[src/rtl/icm_buffer_set_thread_pkg.sv]
// Shared sizing, entry layout and FSM encoding for the ICM buffer set thread.
// Used by the set thread, its way selector and (later) the get thread.
package icm_buffer_set_thread_pkg;

    localparam int unsigned CACHE_ENTRY_WIDTH   = 256;
    localparam int unsigned CACHE_SET_NUM       = 1024;
    localparam int unsigned CACHE_SET_NUM_LOG   = $clog2(CACHE_SET_NUM);
    localparam int unsigned ICM_SLOT_SIZE       = 32;
    localparam int unsigned ICM_SLOT_SIZE_MTT   = 8;
    localparam int unsigned ICM_ENTRY_NUM       = 32768;
    localparam int unsigned CACHE_OFFSET_WIDTH  = $clog2(ICM_SLOT_SIZE);
    localparam int unsigned CACHE_ADDR_WIDTH    = $clog2(ICM_ENTRY_NUM * ICM_SLOT_SIZE);
    localparam int unsigned CACHE_TAG_WIDTH     = CACHE_ADDR_WIDTH - CACHE_OFFSET_WIDTH - CACHE_SET_NUM_LOG;

    localparam int unsigned COUNT_MAX_LOG       = 4;
    localparam int unsigned MAX_REQ_TAG_NUM_LOG = 8;
    localparam int unsigned PHYSICAL_ADDR_WIDTH = 64;
    localparam int unsigned ICM_ADDR_WIDTH      = 64;
    localparam int unsigned HEAD_WIDTH          = COUNT_MAX_LOG * 2 + MAX_REQ_TAG_NUM_LOG
                                                + PHYSICAL_ADDR_WIDTH + ICM_ADDR_WIDTH;

    localparam int unsigned ENTRY_WIDTH         = CACHE_ENTRY_WIDTH + CACHE_TAG_WIDTH + 1;

    localparam logic VALID = 1'b1;
    localparam logic WAY_0 = 1'b0;
    localparam logic WAY_1 = 1'b1;

    // SRAM word layout, MSB first
    typedef struct packed {
        logic                         valid;
        logic [CACHE_TAG_WIDTH-1:0]   tag;
        logic [CACHE_ENTRY_WIDTH-1:0] data;
    } cache_entry_t;

    localparam logic [1:0] ST_IDLE  = 2'd0;
    localparam logic [1:0] ST_JUDGE = 2'd1;
    localparam logic [1:0] ST_EVICT = 2'd2;
    localparam logic [1:0] ST_WRITE = 2'd3;

endpackage

[src/rtl/icm_way_select.sv]
// Combinational target-way choice for a two-way set.
// Ports: way_0_dout/way_1_dout - {valid,tag,data} of each way; lru_dout - MRU way;
//        tag - request tag; target_way_c - chosen way; evict_c - chosen way holds another valid line.
module icm_way_select
    import icm_buffer_set_thread_pkg::*;
(
    input  logic [ENTRY_WIDTH-1:0]     way_0_dout,
    input  logic [ENTRY_WIDTH-1:0]     way_1_dout,
    input  logic                       lru_dout,
    input  logic [CACHE_TAG_WIDTH-1:0] tag,
    output logic                       target_way_c,
    output logic                       evict_c
);

    cache_entry_t e0;
    cache_entry_t e1;
    cache_entry_t victim;
    logic         hit_0;
    logic         hit_1;
    logic         unused_data;

    assign e0          = cache_entry_t'(way_0_dout);
    assign e1          = cache_entry_t'(way_1_dout);
    assign unused_data = ^{e0.data, e1.data};

    // Hit first (way 0 wins a double hit), then a free way, then the non-MRU way
    always_comb begin
        hit_0        = e0.valid && (e0.tag == tag);
        hit_1        = e1.valid && (e1.tag == tag);
        target_way_c = WAY_0;
        if (hit_0)          target_way_c = WAY_0;
        else if (hit_1)     target_way_c = WAY_1;
        else if (!e0.valid) target_way_c = WAY_0;
        else if (!e1.valid) target_way_c = WAY_1;
        else                target_way_c = ~lru_dout;
        victim  = target_way_c ? e1 : e0;
        evict_c = victim.valid && (victim.tag != tag);
    end

endmodule

[src/rtl/icm_buffer_set_thread.sv]
// Write-side thread of the two-way ICM buffer: reads the target set, picks a way,
// hands any displaced line to the eviction port, then writes the new line and LRU.
// Ports: set_req_* - fill request; evict_* - displaced line; way_0_*/way_1_*/lru_* - SRAM ports.
module icm_buffer_set_thread
    import icm_buffer_set_thread_pkg::*;
(
    input  logic                         clk,
    input  logic                         rst_n,
    input  logic                         set_req_valid,
    input  logic [HEAD_WIDTH-1:0]        set_req_head,
    input  logic [CACHE_ENTRY_WIDTH-1:0] set_req_data,
    output logic                         set_req_ready,
    output logic                         evict_valid,
    output logic [CACHE_ADDR_WIDTH-1:0]  evict_head,
    output logic [CACHE_ENTRY_WIDTH-1:0] evict_data,
    input  logic                         evict_ready,
    output logic                         way_0_wen,
    output logic [CACHE_SET_NUM_LOG-1:0] way_0_addr,
    output logic [ENTRY_WIDTH-1:0]       way_0_din,
    input  logic [ENTRY_WIDTH-1:0]       way_0_dout,
    output logic                         way_1_wen,
    output logic [CACHE_SET_NUM_LOG-1:0] way_1_addr,
    output logic [ENTRY_WIDTH-1:0]       way_1_din,
    input  logic [ENTRY_WIDTH-1:0]       way_1_dout,
    output logic                         lru_wen,
    output logic [CACHE_SET_NUM_LOG-1:0] lru_addr,
    output logic                         lru_din,
    input  logic                         lru_dout
);

    localparam int unsigned SET_LO = CACHE_OFFSET_WIDTH;
    localparam int unsigned TAG_LO = CACHE_OFFSET_WIDTH + CACHE_SET_NUM_LOG;

    logic [1:0]                   state_q;
    logic [1:0]                   state_d;
    logic [CACHE_TAG_WIDTH-1:0]   req_tag_q;
    logic [CACHE_SET_NUM_LOG-1:0] req_set_q;
    logic [CACHE_ENTRY_WIDTH-1:0] req_data_q;
    logic                         tgt_way_q;
    logic [CACHE_TAG_WIDTH-1:0]   victim_tag_q;
    logic [CACHE_ENTRY_WIDTH-1:0] victim_data_q;

    logic [CACHE_SET_NUM_LOG-1:0] in_set;
    logic [CACHE_TAG_WIDTH-1:0]   in_tag;
    logic [CACHE_SET_NUM_LOG-1:0] sram_addr;
    logic [ENTRY_WIDTH-1:0]       new_entry;
    logic                         target_way_c;
    logic                         evict_c;
    cache_entry_t                 victim;
    logic                         unused_bits;

    // Only the cache address slice of the header matters; offset is dropped
    assign in_set      = set_req_head[TAG_LO-1:SET_LO];
    assign in_tag      = set_req_head[CACHE_ADDR_WIDTH-1:TAG_LO];
    assign unused_bits = ^{set_req_head[HEAD_WIDTH-1:CACHE_ADDR_WIDTH],
                           set_req_head[SET_LO-1:0], victim.valid};
    assign new_entry   = {VALID, req_tag_q, req_data_q};
    assign victim      = target_way_c ? cache_entry_t'(way_1_dout) : cache_entry_t'(way_0_dout);

    icm_way_select u_way_select (
        .way_0_dout   (way_0_dout),
        .way_1_dout   (way_1_dout),
        .lru_dout     (lru_dout),
        .tag          (req_tag_q),
        .target_way_c (target_way_c),
        .evict_c      (evict_c)
    );

    // State register
    always_ff @(posedge clk or negedge rst_n) begin
        if (!rst_n) state_q <= ST_IDLE;
        else        state_q <= state_d;
    end

    // Request and victim latches
    always_ff @(posedge clk or negedge rst_n) begin
        if (!rst_n) begin
            req_tag_q     <= '0;
            req_set_q     <= '0;
            req_data_q    <= '0;
            tgt_way_q     <= WAY_0;
            victim_tag_q  <= '0;
            victim_data_q <= '0;
        end else begin
            if (state_q == ST_IDLE && set_req_valid) begin
                req_tag_q  <= in_tag;
                req_set_q  <= in_set;
                req_data_q <= set_req_data;
            end
            if (state_q == ST_JUDGE) begin
                tgt_way_q     <= target_way_c;
                victim_tag_q  <= victim.tag;
                victim_data_q <= victim.data;
            end
        end
    end

    // Next state and port decode
    always_comb begin
        state_d       = state_q;
        set_req_ready = 1'b0;
        evict_valid   = 1'b0;
        evict_head    = '0;
        evict_data    = '0;
        way_0_wen     = 1'b0;
        way_1_wen     = 1'b0;
        way_0_din     = '0;
        way_1_din     = '0;
        lru_wen       = 1'b0;
        lru_din       = 1'b0;
        sram_addr     = req_set_q;
        case (state_q)
            ST_IDLE: begin
                set_req_ready = 1'b1;
                // Read address goes out with the request so dout lands in JUDGE
                sram_addr     = set_req_valid ? in_set : '0;
                if (set_req_valid) state_d = ST_JUDGE;
            end
            ST_JUDGE: begin
                state_d = evict_c ? ST_EVICT : ST_WRITE;
            end
            ST_EVICT: begin
                evict_valid = 1'b1;
                evict_head  = {victim_tag_q, req_set_q, {CACHE_OFFSET_WIDTH{1'b0}}};
                evict_data  = victim_data_q;
                if (evict_ready) state_d = ST_WRITE;
            end
            ST_WRITE: begin
                way_0_wen = (tgt_way_q == WAY_0);
                way_1_wen = (tgt_way_q == WAY_1);
                way_0_din = (tgt_way_q == WAY_0) ? new_entry : '0;
                way_1_din = (tgt_way_q == WAY_1) ? new_entry : '0;
                lru_wen   = 1'b1;
                lru_din   = tgt_way_q;
                state_d   = ST_IDLE;
            end
            default: state_d = ST_IDLE;
        endcase
        way_0_addr = sram_addr;
        way_1_addr = sram_addr;
        lru_addr   = sram_addr;
    end

endmodule

[config.mk]
export PLATFORM = sky130hd
export DESIGN_NAME = icm_buffer_set_thread
export DESIGN_NICKNAME = d
export VERILOG_FILES = /design/src/rtl/icm_buffer_set_thread_pkg.sv /design/src/rtl/icm_way_select.sv /design/src/rtl/icm_buffer_set_thread.sv
export SDC_FILE = /design/constraint.sdc
export NUM_CORES = 1
export LEC_CHECK = 0
export CAP_MARGIN = 20
export CORE_AREA = 2 2 685 687
export CTS_CLUSTER_DIAMETER = 30
export DETAILED_ROUTE_END_ITERATION = 16
export DIE_AREA = 0 0 687 689
export PLACE_DENSITY = 0.35
export SYNTH_ARGS = -nofsm -noshare
export SYNTH_HDL_FRONTEND = slang
export SYNTH_HIERARCHICAL = 1
export SYNTH_SLANG_ARGS = --single-unit
[constraint.sdc]
create_clock -name clk -period 2.6 [get_ports clk]
set_input_delay 0.52 -clock clk [delete_from_list [all_inputs] [get_ports clk]]
set_output_delay 0.52 -clock clk [all_outputs]
set_load 0.01 [all_outputs]
==> run_summary.xml <==
<?xml version="1.0" encoding="UTF-8"?>
<metrics>
  <group name="global_route">
    <metric name="globalRouteOverflowTotal" unit="">0</metric>
    <metric name="top_usage_layer" unit="">met2</metric>
    <metric name="antenna_found_initial" unit="">333</metric>
    <metric name="grt_first_pass_wirelength" unit="um">409000</metric>
    <metric name="grt_max_degree" unit="">85</metric>
    <metric name="track_usage" unit="%">13.77</metric>
    <metric name="via_count_of_the_first_global_routing_pass" unit="">32040</metric>
    <metric name="grtUsageMet3" unit="%">8.003</metric>
    <metric name="met2_usage" unit="%">23.38</metric>
    <metric name="global_route.usage.met1" unit="%">14.19</metric>
  </group>
  <group name="critical_path">
    <metric name="crit_path_end_kind" unit="">output pin</metric>
    <metric name="reg2reg_depth" unit="">12</metric>
    <metric name="worst_path_dominant_cell_family" unit="">buffers and inverters</metric>
    <metric name="worstSetupStartpoint" unit="">state_q[1]</metric>
    <metric name="timing.reg2reg.setup_slack" unit="ns">-0.33</metric>
    <metric name="rr_startpoint" unit="">state_q[1]</metric>
    <metric name="criticalPathCategory" unit="">flop to output pin</metric>
    <metric name="critical-path-top-cell-by-count" unit="">sky130_fd_sc_hd__buf_16</metric>
    <metric name="cp-start-kind" unit="">flop</metric>
    <metric name="cp_slowest_stage_delay" unit="ns">0.43</metric>
    <metric name="r2r_end" unit="">req_data_q[252]</metric>
    <metric name="timing.critical_path.arrival" unit="ns">2.69</metric>
    <metric name="crit_chain" unit="">buf_6, ha_4, buf_16, buf_16, bufbuf_16, and2_1, dlygate4sd2_1</metric>
    <metric name="slowest_stage_cell_crit_path" unit="">sky130_fd_sc_hd__dfrtp_2</metric>
    <metric name="critical_path_buf_inv_count" unit="">5</metric>
    <metric name="timing.critical_path.required" unit="ns">2.08</metric>
    <metric name="timing.critical_path.depth" unit="">7</metric>
    <metric name="endpoint" unit="">evict_data[127]</metric>
    <metric name="cp_max_fo" unit="">7</metric>
  </group>
  <group name="route">
    <metric name="routed_wl" unit="um">340900</metric>
    <metric name="routed-via-count" unit="">31090</metric>
    <metric name="initialDrtViolationCount" unit="">1696</metric>
    <metric name="detail_route.first_pass.iterations" unit="">5</metric>
    <metric name="ant_nets" unit="">0</metric>
    <metric name="vias_per_cell" unit="">2.815</metric>
    <metric name="routedWlPerCell" unit="um">30.86</metric>
    <metric name="drc" unit="">0</metric>
  </group>
  <group name="logic_synthesis">
    <metric name="synth_cell_type_count" unit="">30</metric>
    <metric name="netlist_area" unit="um2">28270</metric>
    <metric name="synth_ff_type" unit="">sky130_fd_sc_hd__dfrtp_1</metric>
    <metric name="yosysTopAreaCell" unit="">sky130_fd_sc_hd__dfrtp_1</metric>
    <metric name="yosysWarningCount" unit="">6</metric>
    <metric name="sequential_share_of_the_synthesized_area" unit="%">47.36</metric>
    <metric name="synth_area_per_cell" unit="um2">10.42</metric>
    <metric name="netlist.area_leader.share" unit="%">47.36</metric>
    <metric name="synth_enable_flop_cells" unit="">0</metric>
    <metric name="ys_async_sr_fraction" unit="%">100.0</metric>
    <metric name="synth.top_cells.by_area" unit="">sky130_fd_sc_hd__dfrtp_1 (47%), sky130_fd_sc_hd__and2_1 (12%), sky130_fd_sc_hd__mux2i_1 (9.2%), sky130_fd_sc_hd__mux2_2 (7.7%), sky130_fd_sc_hd__and3_1 (5.8%)</metric>
    <metric name="number_of_storage_elements_in_the_synthesis_netlist" unit="">535</metric>
    <metric name="syn-instance-count" unit="">2714</metric>
    <metric name="synth.most_common_cell" unit="">sky130_fd_sc_hd__dfrtp_1</metric>
    <metric name="yosys-top-cells-count" unit="">sky130_fd_sc_hd__dfrtp_1 (535), sky130_fd_sc_hd__and2_1 (533), sky130_fd_sc_hd__a21oi_1 (262), sky130_fd_sc_hd__and3_1 (262), sky130_fd_sc_hd__nor2_1 (262)</metric>
  </group>
  <group name="run_status">
    <metric name="violations" unit="">negative setup slack</metric>
    <metric name="outcome" unit="">complete, but fails checks</metric>
  </group>
  <group name="die">
    <metric name="std_cell_rows" unit="">251</metric>
    <metric name="core_region_area" unit="um2">466100</metric>
    <metric name="die_w" unit="um">687</metric>
    <metric name="die_height" unit="um">689</metric>
    <metric name="floorplan.die_area" unit="um2">473300</metric>
    <metric name="initial_utilization" unit="%">6.065</metric>
    <metric name="io_pins" unit="">1765</metric>
  </group>
  <group name="sta">
    <metric name="finalHoldViolCount" unit="">0</metric>
    <metric name="max_freq" unit="MHz">311.2</metric>
    <metric name="setup_repair_after_global_routing_missed_its_margin" unit="">true</metric>
    <metric name="post-route-period-util" unit="%">123.6</metric>
    <metric name="setup_slack" unit="ns">-0.6135</metric>
    <metric name="count_of_final_max_slew_check_failures" unit="">0</metric>
    <metric name="finalSetupViolCount" unit="">1090</metric>
    <metric name="clock-skew-final" unit="ns">0.06424</metric>
    <metric name="finalCriticalPeriod" unit="ns">3.214</metric>
    <metric name="timing_worst_slew_pin_value" unit="ns">0.6920</metric>
    <metric name="slew-limit-headroom" unit="%">53.86</metric>
    <metric name="setup_total_negative_slack" unit="ns">-420.83</metric>
  </group>
  <group name="final_layout">
    <metric name="multi_input_comb_area" unit="um2">14160</metric>
    <metric name="layout-drive-gt1-share" unit="%">36.49</metric>
    <metric name="final_core_utilization" unit="%">13.82</metric>
    <metric name="nNetsFinal" unit="">5571</metric>
    <metric name="area.sequential" unit="um2">13390</metric>
    <metric name="layout.filler_cells" unit="">52740</metric>
    <metric name="area_growth_from_synthesis_to_layout" unit="%">127.8</metric>
    <metric name="layout.cells.non_filler" unit="">11050</metric>
  </group>
  <group name="clocking">
    <metric name="clk_pin_slew_worst_paths" unit="ns">0.04</metric>
    <metric name="clk_path_buf_depth" unit="">4</metric>
    <metric name="cts.sink_count" unit="">535</metric>
    <metric name="ctsRootBufferMaster" unit="">sky130_fd_sc_hd__clkbuf_16</metric>
    <metric name="number_of_buffers_created_by_cts" unit="">193</metric>
    <metric name="clock_insertion_delay_worst_skew" unit="ns">0.86</metric>
    <metric name="htreeDepth" unit="">4</metric>
    <metric name="cts_tree" unit="">built</metric>
  </group>
  <group name="power">
    <metric name="ir_drop" unit="mV">0.5504</metric>
    <metric name="cell_internal_pwr" unit="mW">48.76</metric>
    <metric name="pwr_density_cell" unit="nW/um2">1223</metric>
    <metric name="totalPowerFinal" unit="mW">78.75</metric>
    <metric name="power_frac_clock" unit="%">29.8</metric>
    <metric name="sw_frac_of_total" unit="%">38.08</metric>
    <metric name="power.sequential.fraction" unit="%">21.6</metric>
    <metric name="switching_pwr" unit="mW">29.99</metric>
    <metric name="combinationalPowerShare" unit="%">48.6</metric>
    <metric name="power.static_leakage" unit="nW">27.09</metric>
  </group>
  <group name="placed_design">
    <metric name="dp_slack" unit="ns">-0.4043</metric>
    <metric name="finalWeightedCongestion" unit="">0.8818</metric>
    <metric name="io_buffer_count" unit="">1630</metric>
    <metric name="post-place-cells" unit="">10500</metric>
    <metric name="dp.final_hpwl" unit="um">294500</metric>
  </group>
  <group name="job">
    <metric name="cap_viol_max_count" unit="">0</metric>
  </group>
  <group name="min_path">
    <metric name="hold_class" unit="">input port to flop</metric>
  </group>
</metrics>
## final cells by class
type	instances	area share [%]
Clock buffer	287	8.845
Tap cell	6198	12.04
Inverter	13	0.07967
Antenna cell	58	0.2254
Timing Repair Buffer	1988	34.68
Multi-Input combinational cell	1907	21.99
Sequential cell	535	20.80
Clock inverter	61	1.339
## worst min-delay path by stage
stage,end,slack [ns],startpoint,cells past startpoint
2_1_floorplan,req_data_q[0],0.22,rst_n,0
3_3_place_gp,victim_data_q[117],0.50,victim_data_q[117],2
3_5_place_dp,victim_data_q[49],0.50,victim_data_q[49],2
4_1_cts,req_data_q[172],0.13,set_req_data[172],2
5_1_grt,req_data_q[231],0.17,set_req_data[231],2
6_report,req_data_q[26],0.26,set_req_data[26],2
## metal layers
metal	wire [um]	up-vias
met1	121000	15010
met3	42460	887
li1	-	13200
met4	13800	192
met2	162400	1811
met5	1257	-
## power groups by stage
stage          sequential [mW]  combinational [mW]  clock, mW
2_1_floorplan             14.2                14.2          0
3_3_place_gp              17.0                34.7          0
3_5_place_dp              17.1                34.8          0
4_1_cts                   17.1                39.0       24.2
5_1_grt                   17.6                41.0       24.6
6_report                  17.0                38.3       23.4
## cell usage in the layout, fill, tap and decap left out, drive strengths merged
cell and n:
a21boi 1, a21o 1, a21oi 262, a41oi 1, and2 535, and3 262
buf 839, bufbuf 4, bufinv 16, clkbuf 359, clkdlybuf4s15 59, clkdlybuf4s18 1
clkdlybuf4s50 908, clkinv 42, conb 5, dfrtp 535, diode 58, dlygate4sd2 94
dlygate4sd3 1, dlymetal6s2s 10, ha 4, inv 16, mux2 263, mux2i 261
nand2 11, nand3 1, nor2 262, nor2b 3, nor3 3, o21ai 20
o31ai 2, xnor2 5, xor2 5
## cells by family (layout without fill, tap and decap cells)
family	after synthesis	in the layout	share of synthesized area [%]
AND/OR/NAND/NOR	1076	1077	21.42
flip-flops	535	535	47.36
adder cells (fa/ha/maj)	4	4	0.1771
buffers and inverters	277	2349	4.935
multiplexers	524	524	20.65
other	1	63	0.01327
AO/OA/AOI/OAI	287	287	5.130
XOR/XNOR	10	10	0.3098
## state kept, by name, indices dropped and copies added (netlist names)
signal,flops
tgt_way_q,1
victim_data_q,256
victim_tag_q,5
req_tag_q,5
req_data_q,256
req_set_q,10
state_q,2
## metrics by stage
step | instance area [um2] | hold slack (ns)
final | 64390 | 0.2596
after global routing | 64310 | 0.1657
after CTS | 63960 | 0.1272
after detailed placement | 55060 | 0.5032
after global placement | 55060 | 0.4960
after floorplan | 28280 | 0.2244
## timing repair
action                                  4_1_cts  5_1_grt
gates resized for setup                    1760      373
endpoints found under the setup margin      836     1185
endpoints found under the hold margin        96        0
pin swaps                                    21        7
buffers inserted                             88       29
hold buffers                                  1        0
cloned                                       33        8
Note: power is estimated with default switching activity, not from simulation.
==> RTL change (same settings) <==
`ICM_ENTRY_NUM`: 32768 -> 8192.
--- a/src/rtl/icm_buffer_set_thread_pkg.sv
+++ b/src/rtl/icm_buffer_set_thread_pkg.sv
@@ -7,7 +7,7 @@
     localparam int unsigned CACHE_SET_NUM_LOG   = $clog2(CACHE_SET_NUM);
     localparam int unsigned ICM_SLOT_SIZE       = 32;
     localparam int unsigned ICM_SLOT_SIZE_MTT   = 8;
-    localparam int unsigned ICM_ENTRY_NUM       = 32768;
+    localparam int unsigned ICM_ENTRY_NUM       = 8192;
     localparam int unsigned CACHE_OFFSET_WIDTH  = $clog2(ICM_SLOT_SIZE);
     localparam int unsigned CACHE_ADDR_WIDTH    = $clog2(ICM_ENTRY_NUM * ICM_SLOT_SIZE);
     localparam int unsigned CACHE_TAG_WIDTH     = CACHE_ADDR_WIDTH - CACHE_OFFSET_WIDTH - CACHE_SET_NUM_LOG;
Ports: changed (5 resized); port bits go from 1765 to 1755. No check against the original RTL was run, so the function may have changed too.
==> RTL change against the original RTL <==
The run still ends with negative setup slack left. Critical path type unchanged. Clock power increased by 3%. Global-route usage decreased by 0.88 points. Synthesized area increased by 1.2%. Final area fell by 2.0%. Power grew 0.82%. Synthesized cell count down 0.63%. Worst setup slack got worse by 0.21 ns. Routed wire length fell by 5.8%. Worst hold slack got worse by 0.0083 ns. Via count shrank 2.7%. Sequential cell count fell by 4. Combinational power barely moved.
==> RTL change: results (changes against the original RTL) <==
status=finished, violations left (unchanged); failing checks=negative setup slack (unchanged); # fillers=52640 (was 52740); switch share=0.384 (was 0.381); Tot GR Track Use=0.129 (was 0.138); slowest stage delay, CP=0.58 ns (was 0.43 ns); Final Setup Violations=825 (was 1090); multiplexer share of the synthesized area=0.218 (was 0.206); initial antenna violation count=255 (was 333); Post-DP Area=55200 µm² (was 55100 µm²); Peak supply drop=0.496 mV (was 0.550 mV); FFs w/ async S/R, synth=1.00 (unchanged); drt first pass iters=5 (unchanged); Setup Fix Bufs, Post-CTS=40 (was 88); Layout area overhead=121% (was 128%); clock tree root driver cell=clkbuf_16 (unchanged); sequential share of power=0.213 (was 0.216); share of cells above drive strength 1=0.274 (was 0.365); routability cong.=0.927 (was 0.882); post_cts resized=473 (was 1760); First DRT Iteration DRCs=1820 (was 1696); fraction of synthesized cell area in xor and xnor cells=0.00214 (was 0.00310); DP HPWL=276000 µm (was 295000 µm); Static Leak=26.4 nW (was 27.1 nW); nets@finish=5438 (was 5571); area share of fa/ha/maj cells after synthesis=0.00175 (was 0.00177); total CTS buffers=196 (was 193); global-route met3 utilization=0.0679 (was 0.0800); placed insts=10438 (was 10496); Synth area leaders=dfrtp_1 (46%), and2_1 (12%), mux2_4 (10%) (was dfrtp_1 (47%), and2_1 (12%), mux2i_1 (9.2%)); Synth Instances=2697 (was 2714); vias in the first global route=30957 (was 32041); met1 Track Usage GR=0.138 (was 0.142); largest net degree at the start of global routing=74 (was 85); WL met1=117000 µm (was 121000 µm); Setup WS post-layout=-0.820 ns (was -0.614 ns); post-synth cell types=29 (was 30); grt met2 use=0.218 (was 0.234); vias per inst=2.77 (was 2.81); Synth Area in Compound Gates=0.0503 (was 0.0513); Routed Wire Length=321000 µm (was 341000 µm); Hold WC Path Type=primary input to asynchronous set/reset pin (was primary input to flip-flop); Slew Limit Headroom=0.412 (was 0.539); CP max FO=26 (was 7); Synth top cells by count=dfrtp_1 (531), and2_1 (530), nor2_1 (262) (was dfrtp_1 (535), and2_1 (533), a21oi_1 (262), and3_1 (262), nor2_1 (262)); pre-CTS WS=-0.659 ns (was -0.404 ns); Layout Skew=0.0766 ns (was 0.0642 ns); Clk pwr share=0.304 (was 0.298); Tot Pwr=79.4 mW (was 78.7 mW); first-pass GRT wire length=387000 µm (was 409000 µm); crit path DAT=2.90 ns (was 2.69 ns); post-route insts no fill=10923 (was 11047); Seq/Total Area, Yosys=0.464 (was 0.474); Slowest cell on crit path=clkdlybuf4s50_1 (was dfrtp_2); met3 WL=37600 µm (was 42500 µm); setup_tns=-487.66 ns (was -420.83 ns); met2 wire length=153000 µm (was 162000 µm)
-- RTL change: cell types whose count changed in the layout (fill, tap and decap cells not counted), moves of 119 or more --
cell	change
buf_6	-154
clkdlybuf4s50_1	+223
mux2_2	-122
and2_1	+124
and2_4	-119
mux2_4	+120
-- RTL change: final timing paths --
check,from,endpoint,slack [ns],cells after the start
max in group asynchronous,rst_n,req_data_q[206],1.25,3
min in group clk,set_req_data[114],req_data_q[114],0.25,2
min reg2reg,victim_data_q[161],victim_data_q[161],0.51,2
max reg2reg,state_q[1],req_data_q[106],0.07,6
min,rst_n,req_data_q[32],0.25,2
max,state_q[0],way_1_din[136],-0.82,6
-- RTL change: layout make-up --
class / instances / share of cell area
repair buffers: 1874 / 0.333
well taps: 6198 / 0.123
inverters: 13 / 0.000813
clock inverters: 84 / 0.0167
clock buffers: 277 / 0.0914
flip-flops and latches: 531 / 0.211
multi-input cells: 1893 / 0.222
diodes: 53 / 0.00210
